--- src/rtl/divider_seq.sv ---
// Sequential 32-bit radix-2 restoring divider with Euclidean signed correction.
// Uses the run/stall handshake: stall stays high until the single DONE cycle.
module divider_seq (
    input  logic        clk,
    input  logic        rst,
    input  logic        run,
    input  logic        u,
    input  logic [31:0] x,
    input  logic [31:0] y,
    output logic        stall,
    output logic [31:0] quot,
    output logic [31:0] rem
);

    typedef enum logic [1:0] {
        IDLE,
        BUSY,
        FIX,
        DONE
    } state_t;

    state_t      state;
    state_t      state_next;

    logic [31:0] x_abs;
    logic [31:0] y_abs;
    logic [31:0] y_mag;
    logic [31:0] q_reg;
    logic [31:0] r_reg;
    logic        sx;
    logic        sy;
    logic [4:0]  cnt;

    logic [32:0] shifted;
    logic        no_borrow;
    logic [31:0] diff;
    logic [31:0] q_plus;
    logic [31:0] fix_quot;
    logic [31:0] fix_rem;

    // Magnitudes of the incoming operands; only negated in signed mode.
    always_comb begin
        x_abs = (x[31] & ~u) ? (32'd0 - x) : x;
        y_abs = (y[31] & ~u) ? (32'd0 - y) : y;
    end

    // The difference fits in 32 bits whenever no borrow occurs, because the
    // previous partial remainder was already below the divisor magnitude.
    always_comb begin
        shifted   = {r_reg, q_reg[31]};
        no_borrow = (shifted >= {1'b0, y_mag});
        diff      = shifted[31:0] - y_mag;
    end

    always_comb begin
        q_plus   = q_reg + 32'd1;
        fix_quot = q_reg;
        fix_rem  = r_reg;
        if (!sx) begin
            fix_quot = sy ? (32'd0 - q_reg) : q_reg;
            fix_rem  = r_reg;
        end else if (r_reg == 32'd0) begin
            fix_quot = sy ? q_reg : (32'd0 - q_reg);
            fix_rem  = 32'd0;
        end else begin
            fix_quot = sy ? q_plus : (32'd0 - q_plus);
            fix_rem  = y_mag - r_reg;
        end
    end

    always_ff @(posedge clk or negedge rst) begin
        if (!rst) begin
            state <= IDLE;
        end else begin
            state <= state_next;
        end
    end

    always_comb begin
        state_next = state;
        case (state)
            IDLE: begin
                if (run) begin
                    state_next = BUSY;
                end
            end
            BUSY: begin
                if (!run) begin
                    state_next = IDLE;
                end else if (cnt == 5'd31) begin
                    state_next = FIX;
                end
            end
            FIX: begin
                state_next = run ? DONE : IDLE;
            end
            DONE: begin
                state_next = IDLE;
            end
            default: begin
                state_next = IDLE;
            end
        endcase
    end

    assign stall = run & (state != DONE);

    // The quotient register starts out holding |x| so its MSB feeds the
    // partial remainder while quotient bits fill in from the bottom.
    always_ff @(posedge clk or negedge rst) begin
        if (!rst) begin
            y_mag <= 32'd0;
            q_reg <= 32'd0;
            r_reg <= 32'd0;
            sx    <= 1'b0;
            sy    <= 1'b0;
            cnt   <= 5'd0;
            quot  <= 32'd0;
            rem   <= 32'd0;
        end else begin
            case (state)
                IDLE: begin
                    if (run) begin
                        y_mag <= y_abs;
                        q_reg <= x_abs;
                        r_reg <= 32'd0;
                        sx    <= x[31] & ~u;
                        sy    <= y[31] & ~u;
                        cnt   <= 5'd0;
                    end
                end
                BUSY: begin
                    if (run) begin
                        r_reg <= no_borrow ? diff : shifted[31:0];
                        q_reg <= {q_reg[30:0], no_borrow};
                        cnt   <= cnt + 5'd1;
                    end
                end
                FIX: begin
                    if (run) begin
                        quot <= fix_quot;
                        rem  <= fix_rem;
                    end
                end
                default: begin
                end
            endcase
        end
    end

endmodule

--- config.mk ---
export PLATFORM = sky130hd
export DESIGN_NAME = divider_seq
export DESIGN_NICKNAME = d
export VERILOG_FILES = /design/src/rtl/divider_seq.sv
export SDC_FILE = /design/constraint.sdc
export NUM_CORES = 1
export LEC_CHECK = 0
export ABC_AREA = 1
export BUFFER_PORTS_ARGS = -buffer_cell sky130_fd_sc_hd__buf_2
export CORE_ASPECT_RATIO = 0.7
export CORE_UTILIZATION = 55
export DETAILED_ROUTE_END_ITERATION = 10
export GPL_TIMING_DRIVEN = 0
export HOLD_SLACK_MARGIN = 0.12
export PLACE_DENSITY_LB_ADDON = 0.3
export SYNTH_ARGS = -nofsm -noshare
export SYNTH_HDL_FRONTEND = slang
export SYNTH_SLANG_ARGS = --single-unit
--- constraint.sdc ---
create_clock -name clk -period 7.1 [get_ports clk]
set_clock_uncertainty 0.1 [all_clocks]
set_input_delay 1.42 -clock clk [delete_from_list [all_inputs] [get_ports clk]]
set_output_delay 1.42 -clock clk [all_outputs]
set_load 0.005 [all_outputs]
==> results of run 1 <==
==> layout by cell type, fill, tap and decap left out, types with 22 or more instances in the layout <==
cell type	Yosys	final
nand2_1	561	561
inv_1	294	294
nor2_1	281	281
o21ai_0	232	232
nand3_1	225	225
a21oi_1	203	203
dfrtp_1	169	169
buf_2	20	151
clkbuf_1	71	71
ha_1	70	70
xor2_1	60	60
nor3_1	33	33
or2_2	33	33
o211ai_1	30	30
xnor2_1	27	27
nand4_1	27	27
a2bb2oi_1	22	22
==> report_power, final <==
| group | internal (mW) | switching [mW] | leakage (nW) |
|---|---|---|---|
| sequential | 1.39 | 0.485 | 2.07 |
| combinational | 2.10 | 4.84 | 6.35 |
| clock | 0.536 | 0.472 | 0.292 |
| total | 4.03 | 5.80 | 8.71 |
==> layout make-up <==
| type | count | area [µm²] | share of cell area |
|---|---|---|---|
| clock buffer | 18 | 439.2 | 0.02400 |
| multi-input combinational | 2013 | 10700 | 0.5849 |
| tap | 378 | 473.0 | 0.02585 |
| inverter | 303 | 1137 | 0.06217 |
| antenna | 1 | 2.502 | 0.0001368 |
| clock inverter | 14 | 160.2 | 0.008754 |
| sequential | 169 | 4229 | 0.2312 |
| timing repair buffer | 133 | 698.2 | 0.03816 |
| buffer | 106 | 455.4 | 0.02489 |
==> path summary, 6_finish.rpt <==
| path | endpoint | slack (ns) | cells past startpoint |
|---|---|---|---|
| min | quot[12]$_DFFE_PN0P_ | 0.40 | 1 |
| max | stall | 2.69 | 7 |
| max reg2reg | r_reg[24]$_DFFE_PN0P_ | 2.83 | 11 |
| max in group asynchronous | r_reg[29]$_DFFE_PN0P_ | 5.16 | 2 |
| min reg2reg | quot[12]$_DFFE_PN0P_ | 0.40 | 1 |
| min in group asynchronous | q_reg[28]$_DFFE_PN0P_ | 0.74 | 1 |
==> metal layers <==
metal	vias up	wire [µm]	global-route usage
li1	8936	-	-
met1	9351	32550	0.7373
met2	1731	25420	0.5752
met3	170	15280	0.2595
met4	6	1748	0.1121
met5	-	144	0.02194
==> stage by stage <==
step	instances	power (mW)	worst slack (ns)	cell area [µm²]
2_1_floorplan	2591	6.005	3.597	16520
3_3_place_gp	3101	8.127	1.837	17660
3_5_place_dp	3102	8.262	2.823	17690
4_1_cts	3134	9.311	2.807	18290
5_1_grt	3134	10.31	2.622	18290
6_report	3135	9.824	2.692	18300
==> cell families after synthesis <==
family,after synthesis,synth area share
adder cells (fa/ha/maj),72,0.05543
XOR/XNOR,88,0.04710
AO/OA/AOI/OAI,616,0.2161
flip-flops,169,0.2560
buffers and inverters,409,0.09640
AND/OR/NAND/NOR,1237,0.3290
==> critical path, delay by kind of cell <==
kind / cells / cell delay, ns
buf+inv: 5 / 1.24
simple gates: 2 / 0.22
==> results.cfg, run 1 <==
[finish]
area_delta_synth_final_pct = 10.73
fin_nets = 2883
fillers = 2702
drive_gt1_frac = 0.1056
post-route-util = 0.6263

[yosys]
seq_area_frac_synth = 0.2560
netlist_top_cells_count = nand2_1, inv_1, nor2_1, o21ai_0, nand3_1
ys_seq_elements = 169
synth_edf_count = 0
synth_largest_area_cell = dfrtp_1
syn_nets = 2731
syn_inst = 2591
synthFlopType = dfrtp_1
async_reset_ff_frac = 1.000
synth.area.top_cells = dfrtp_1, nand2_1, o21ai_0, nand3_1, inv_1
yosysUniqueCellTypes = 59
netlist_area_mm2 = 0.01652
ys_warn_count = 0
syn_avg_cell_area_um2 = 6.377
synth_top_area_frac = 0.2560
synth_most_common_cell = nand2_1

[clock_network]
cts_buffer_depth = 2
cts_inserted_buffers = 17
ctsResizeCount = 0
clk_pin_slew_ns = 0.06
ctsHoldBuffers = 0
cts_tree = done
insertion_delay_ns = 0.48
clkSinkCount = 169
clockRootBuffer = clkbuf_16
cts_post_setup_buffers_inserted = 0
htreeDepth = 4

[routing]
drtIter0Drc = 3405
avgViaCountPerCell = 6.441
ant_nets = 0
wl_per_cell_um = 23.97
drtPass1Iterations = 10
drt-total-wl_um = 75140
vias = 20194
drc_errors = 1

[timing]
max-slew-margin-rel = 0.3180
setup_viol = 0
fin_hold_ws_ns = 0.3959
rsz0062_at_grt = false
finalHoldViolations = 0
tns_ns = 0
max_freq_mhz = 226.8
fin_crit_ns = 4.409
slew_viol_final = 0
worst_slew_pin_slew_ns = 1.023
period_share = 0.6209

[setup_path]
crit_path_end_kind = output pin
crit_chain = buf_2 -> inv_1 -> nor2_1 -> inv_2 -> clkbuf_1 -> nand2_1 -> buf_2
slowest_delay_ns = 0.73
critPathLaunchType = primary input
critPathRequiredTime_ns = 5.58
reg2reg_from = q_reg[31]$_DFFE_PN0P_
arrival_ns = 2.89
cpMostUsedCell = buf_2
crit_type = in2out
crit_start = run
slowest_stage = clkbuf_1
cp_max_fo = 10

[global_routing]
track_usage = 0.4866
grt_max_degree = 108
antenna_found_initial = 1
grt-ovfl-total = 0
grt_pass1_vias = 17858
grt_pass1_wl_um = 110700

[place]
dp_hpwl_um = 60090
place_congestion = 1.103
port_buffers = 132

[outcome]
status = finished, violations left
violations = design-rule violations

[worst_hold_path]
hp-start = quot[12]$_DFFE_PN0P_
hold_class = reg2reg

[die]
die_x_um = 209.2
die_h_um = 147.0
start_util = 0.5656
rows = 52
io_pins = 133
coreArea_mm2 = 0.02921
die-area_mm2 = 0.03075

[job]
maxCapViolations = 0

[power]
ir_worst_vdd_mv = 0.3270
cellPowerDensity_mw_per_mm2 = 537.0
p_leak_nw = 8.713
No activity file was read; power rests on OpenSTA's default activity.
==> run 2: changes to the inputs <==
Settings changed: ABC_AREA 1 to 0.
Clock period 7.1 ns to 4.33 ns, I/O delays scaled along.
==> run 2 against run 1 <==
Clock-buffer cell count decreased by 1. Clock power is 56% higher. The run now ends clean. Sequential power grew 14%. Register-to-register slack worse by 2.8 ns. Critical path type is now reg2reg. Power decreased by 9.9%. Critical path depth increased by 7. Non-clock buffer count is 33 higher.
==> results.cfg, run 2 <==
[outcome]
status = complete, no violations

[clock_network]
clk_pin_slew_ns = 0.07
ctsHoldBuffers = 0
htreeDepth = 4
cts_inserted_buffers = 17
cts_tree = done
clkSinkCount = 169
insertion_delay_ns = 0.46
clockRootBuffer = clkbuf_16
cts_buffer_depth = 2

[yosys]
synth_edf_count = 0
synth_top_area_frac = 0.2854
netlist_top_cells_count = nand2_1, o21ai_0, nor2_1, a21oi_1, dfrtp_1
synthFlopType = dfrtp_1
ys_warn_count = 0
async_reset_ff_frac = 1.000
synth_largest_area_cell = dfrtp_1
seq_area_frac_synth = 0.2854
syn_inst = 1977
syn_nets = 2117
syn_avg_cell_area_um2 = 7.496
netlist_area_mm2 = 0.01482
yosysUniqueCellTypes = 79
synth.area.top_cells = dfrtp_1, o21ai_0, ha_1, xnor2_1, a21oi_1
ys_seq_elements = 169
synth_most_common_cell = nand2_1

[setup_path]
crit_type = reg2reg
timing.rr.end = r_reg[10]$_DFFE_PN0P_
cp_max_fo = 10
crit_path_end_kind = flip-flop
reg2reg_slack_ns = 0.06
slowest_delay_ns = 0.50
crit_chain = inv_1 -> ha_1 -> and4_1 -> nand4_1 -> a211o_1 -> a2111oi_4 -> or3_1 -> nand2_1 -> o41ai_2 -> clkbuf_4 -> buf_2 -> nor2_1 -> a21oi_1 -> o22ai_1
reg2reg_from = y_mag[10]$_DFFE_PN0P_
reg2regPathDepth = 14
arrival_ns = 4.49
cpLargestDelayFamily = compound AO/OA/AOI/OAI gates
slowest_stage = a2111oi_4
critPathRequiredTime_ns = 4.54
crit_buf_inv = 3
critPathLaunchType = flip-flop

[timing]
fin_hold_ws_ns = 0.2928
max_freq_mhz = 234.0
fin_crit_ns = 4.273
worst_slew_pin_slew_ns = 1.133
slew_viol_final = 0
finalHoldViolations = 0
max-slew-margin-rel = 0.2420
period_share = 0.9868
setup_viol = 0
tns_ns = 0

[global_routing]
grt_pass1_vias = 13971
antenna_found_initial = 3
grt_pass1_wl_um = 83010
globalRouteMet1Util = 0.6235
grt_max_degree = 88
met3_usage = 0.1549
grt-ovfl-total = 0
track_usage = 0.3985
grt_util_met2 = 0.5021
grt_busiest_layer = met1

[finish]
layout_commonest_cell = nand2_1
fin_nets = 2275
drive_gt1_frac = 0.1006
multiInputGateArea_mm2 = 0.009823
mostFrequentLayoutCells = nand2_1, o21ai_0, nor2_1
area_delta_synth_final_pct = 12.63
final_area_mm2 = 0.01669
regArea_mm2 = 0.004229
fillers = 2375

[place]
port_buffers = 132
dpl_cell_area_mm2 = 0.01597
dp_hpwl_um = 43140
place_congestion = 1.047

[die]
die_h_um = 139.3
die_x_um = 198.2
die-area_mm2 = 0.02762
io_pins = 133
coreArea_mm2 = 0.02606
rows = 49
start_util = 0.5688

[routing]
wl_per_cell_um = 21.99
ant_nets = 0
drt-total-wl_um = 55120
vias = 16202
drtPass1Iterations = 8
drtIter0Drc = 2008
drc_errors = 0
avgViaCountPerCell = 6.465

[power]
p_leak_nw = 7.149
ir_worst_vdd_mv = 0.3718
cellPowerDensity_mw_per_mm2 = 530.3

[job]
maxCapViolations = 0

[worst_hold_path]
hold_class = in2async
[run 2: cell types whose count changed after synthesis, moves of 24 or more]
cell      delta
or3_1       +24
or2_2       -28
clkbuf_1    +41
a21oi_1     -30
xnor2_1     +73
inv_1      -203
nand3_1    -177
nand2_1    -337
a21o_1      +27
nor2_1     -105
[run 2: worst max path at each step]
stage,from,end,slack (ns),cells after the start
floorplan,x[4],q_reg[29]$_DFFE_PN0P_,0.82,9
global placement,rst,q_reg[10]$_DFFE_PN0P_,-0.38,1
detailed placement,y_mag[10]$_DFFE_PN0P_,r_reg[23]$_DFFE_PN0P_,-0.40,13
global route,y_mag[10]$_DFFE_PN0P_,r_reg[10]$_DFFE_PN0P_,-0.05,14
CTS,y_mag[10]$_DFFE_PN0P_,r_reg[8]$_DFFE_PN0P_,0.10,14
finish,y_mag[10]$_DFFE_PN0P_,r_reg[10]$_DFFE_PN0P_,0.06,14
[run 2: power by group]
| group | internal [mW] | total [mW] | leakage, nW | switching [mW] |
|---|---|---|---|---|
| registers | 1.83 | 2.14 | 2.19 | 0.314 |
| logic | 1.95 | 5.12 | 4.68 | 3.17 |
| clock network | 0.815 | 1.58 | 0.275 | 0.769 |
[run 2: through the flow]
| stage | total power [mW] | setup WS, ns | utilization | cells |
|---|---|---|---|---|
| final | 8.853 | 0.05735 | 0.6406 | 2506 |
| after global routing | 9.365 | -0.05311 | 0.6405 | 2505 |
| after CTS | 8.602 | 0.1024 | 0.6366 | 2502 |
| after detailed placement | 7.004 | -0.4025 | 0.6127 | 2467 |
| after global placement | 6.907 | -0.3769 | 0.6113 | 2466 |
| after floorplan | 5.623 | 0.8200 | - | 1977 |
[run 2: kinds of logic (layout without fill, tap and decap cells)]
family                   after synthesis  in the layout  synth area share
buffers and inverters                224            395           0.05817
flip-flops                           169            169            0.2854
AO/OA/AOI/OAI                        664            664            0.2737
adder cells (fa/ha/maj)               72             72           0.06180
other                                  0              1                 0
XOR/XNOR                             158            158           0.09337
multiplexers                          12             12          0.009033
AND/OR/NAND/NOR                      678            678            0.2186
[run 2: routing by layer]
layer | up-vias | routed length (µm)
met5 | - | 12
met4 | 2 | 931
met3 | 99 | 8329
met2 | 1015 | 20440
met1 | 7661 | 25400
li1 | 7425 | -
[run 2: what timing repair did]
action                                  in CTS  in global routing
endpoints found under the setup margin      34                 29
hold endpoints to repair                     0                  0
setup buffers                                3                  3
resized for setup                            4                 13
pin swaps                                    2                  1
[run 2: final cells by class]
cell class,instances,area share
sequential,169,0.2534
inverter,91,0.02046
multi-input combinational,1584,0.5885
antenna,1,0.0001499
timing repair buffer,139,0.04452
clock inverter,15,0.009220
tap,357,0.02676
clock buffer,17,0.02549
buffer,133,0.03156
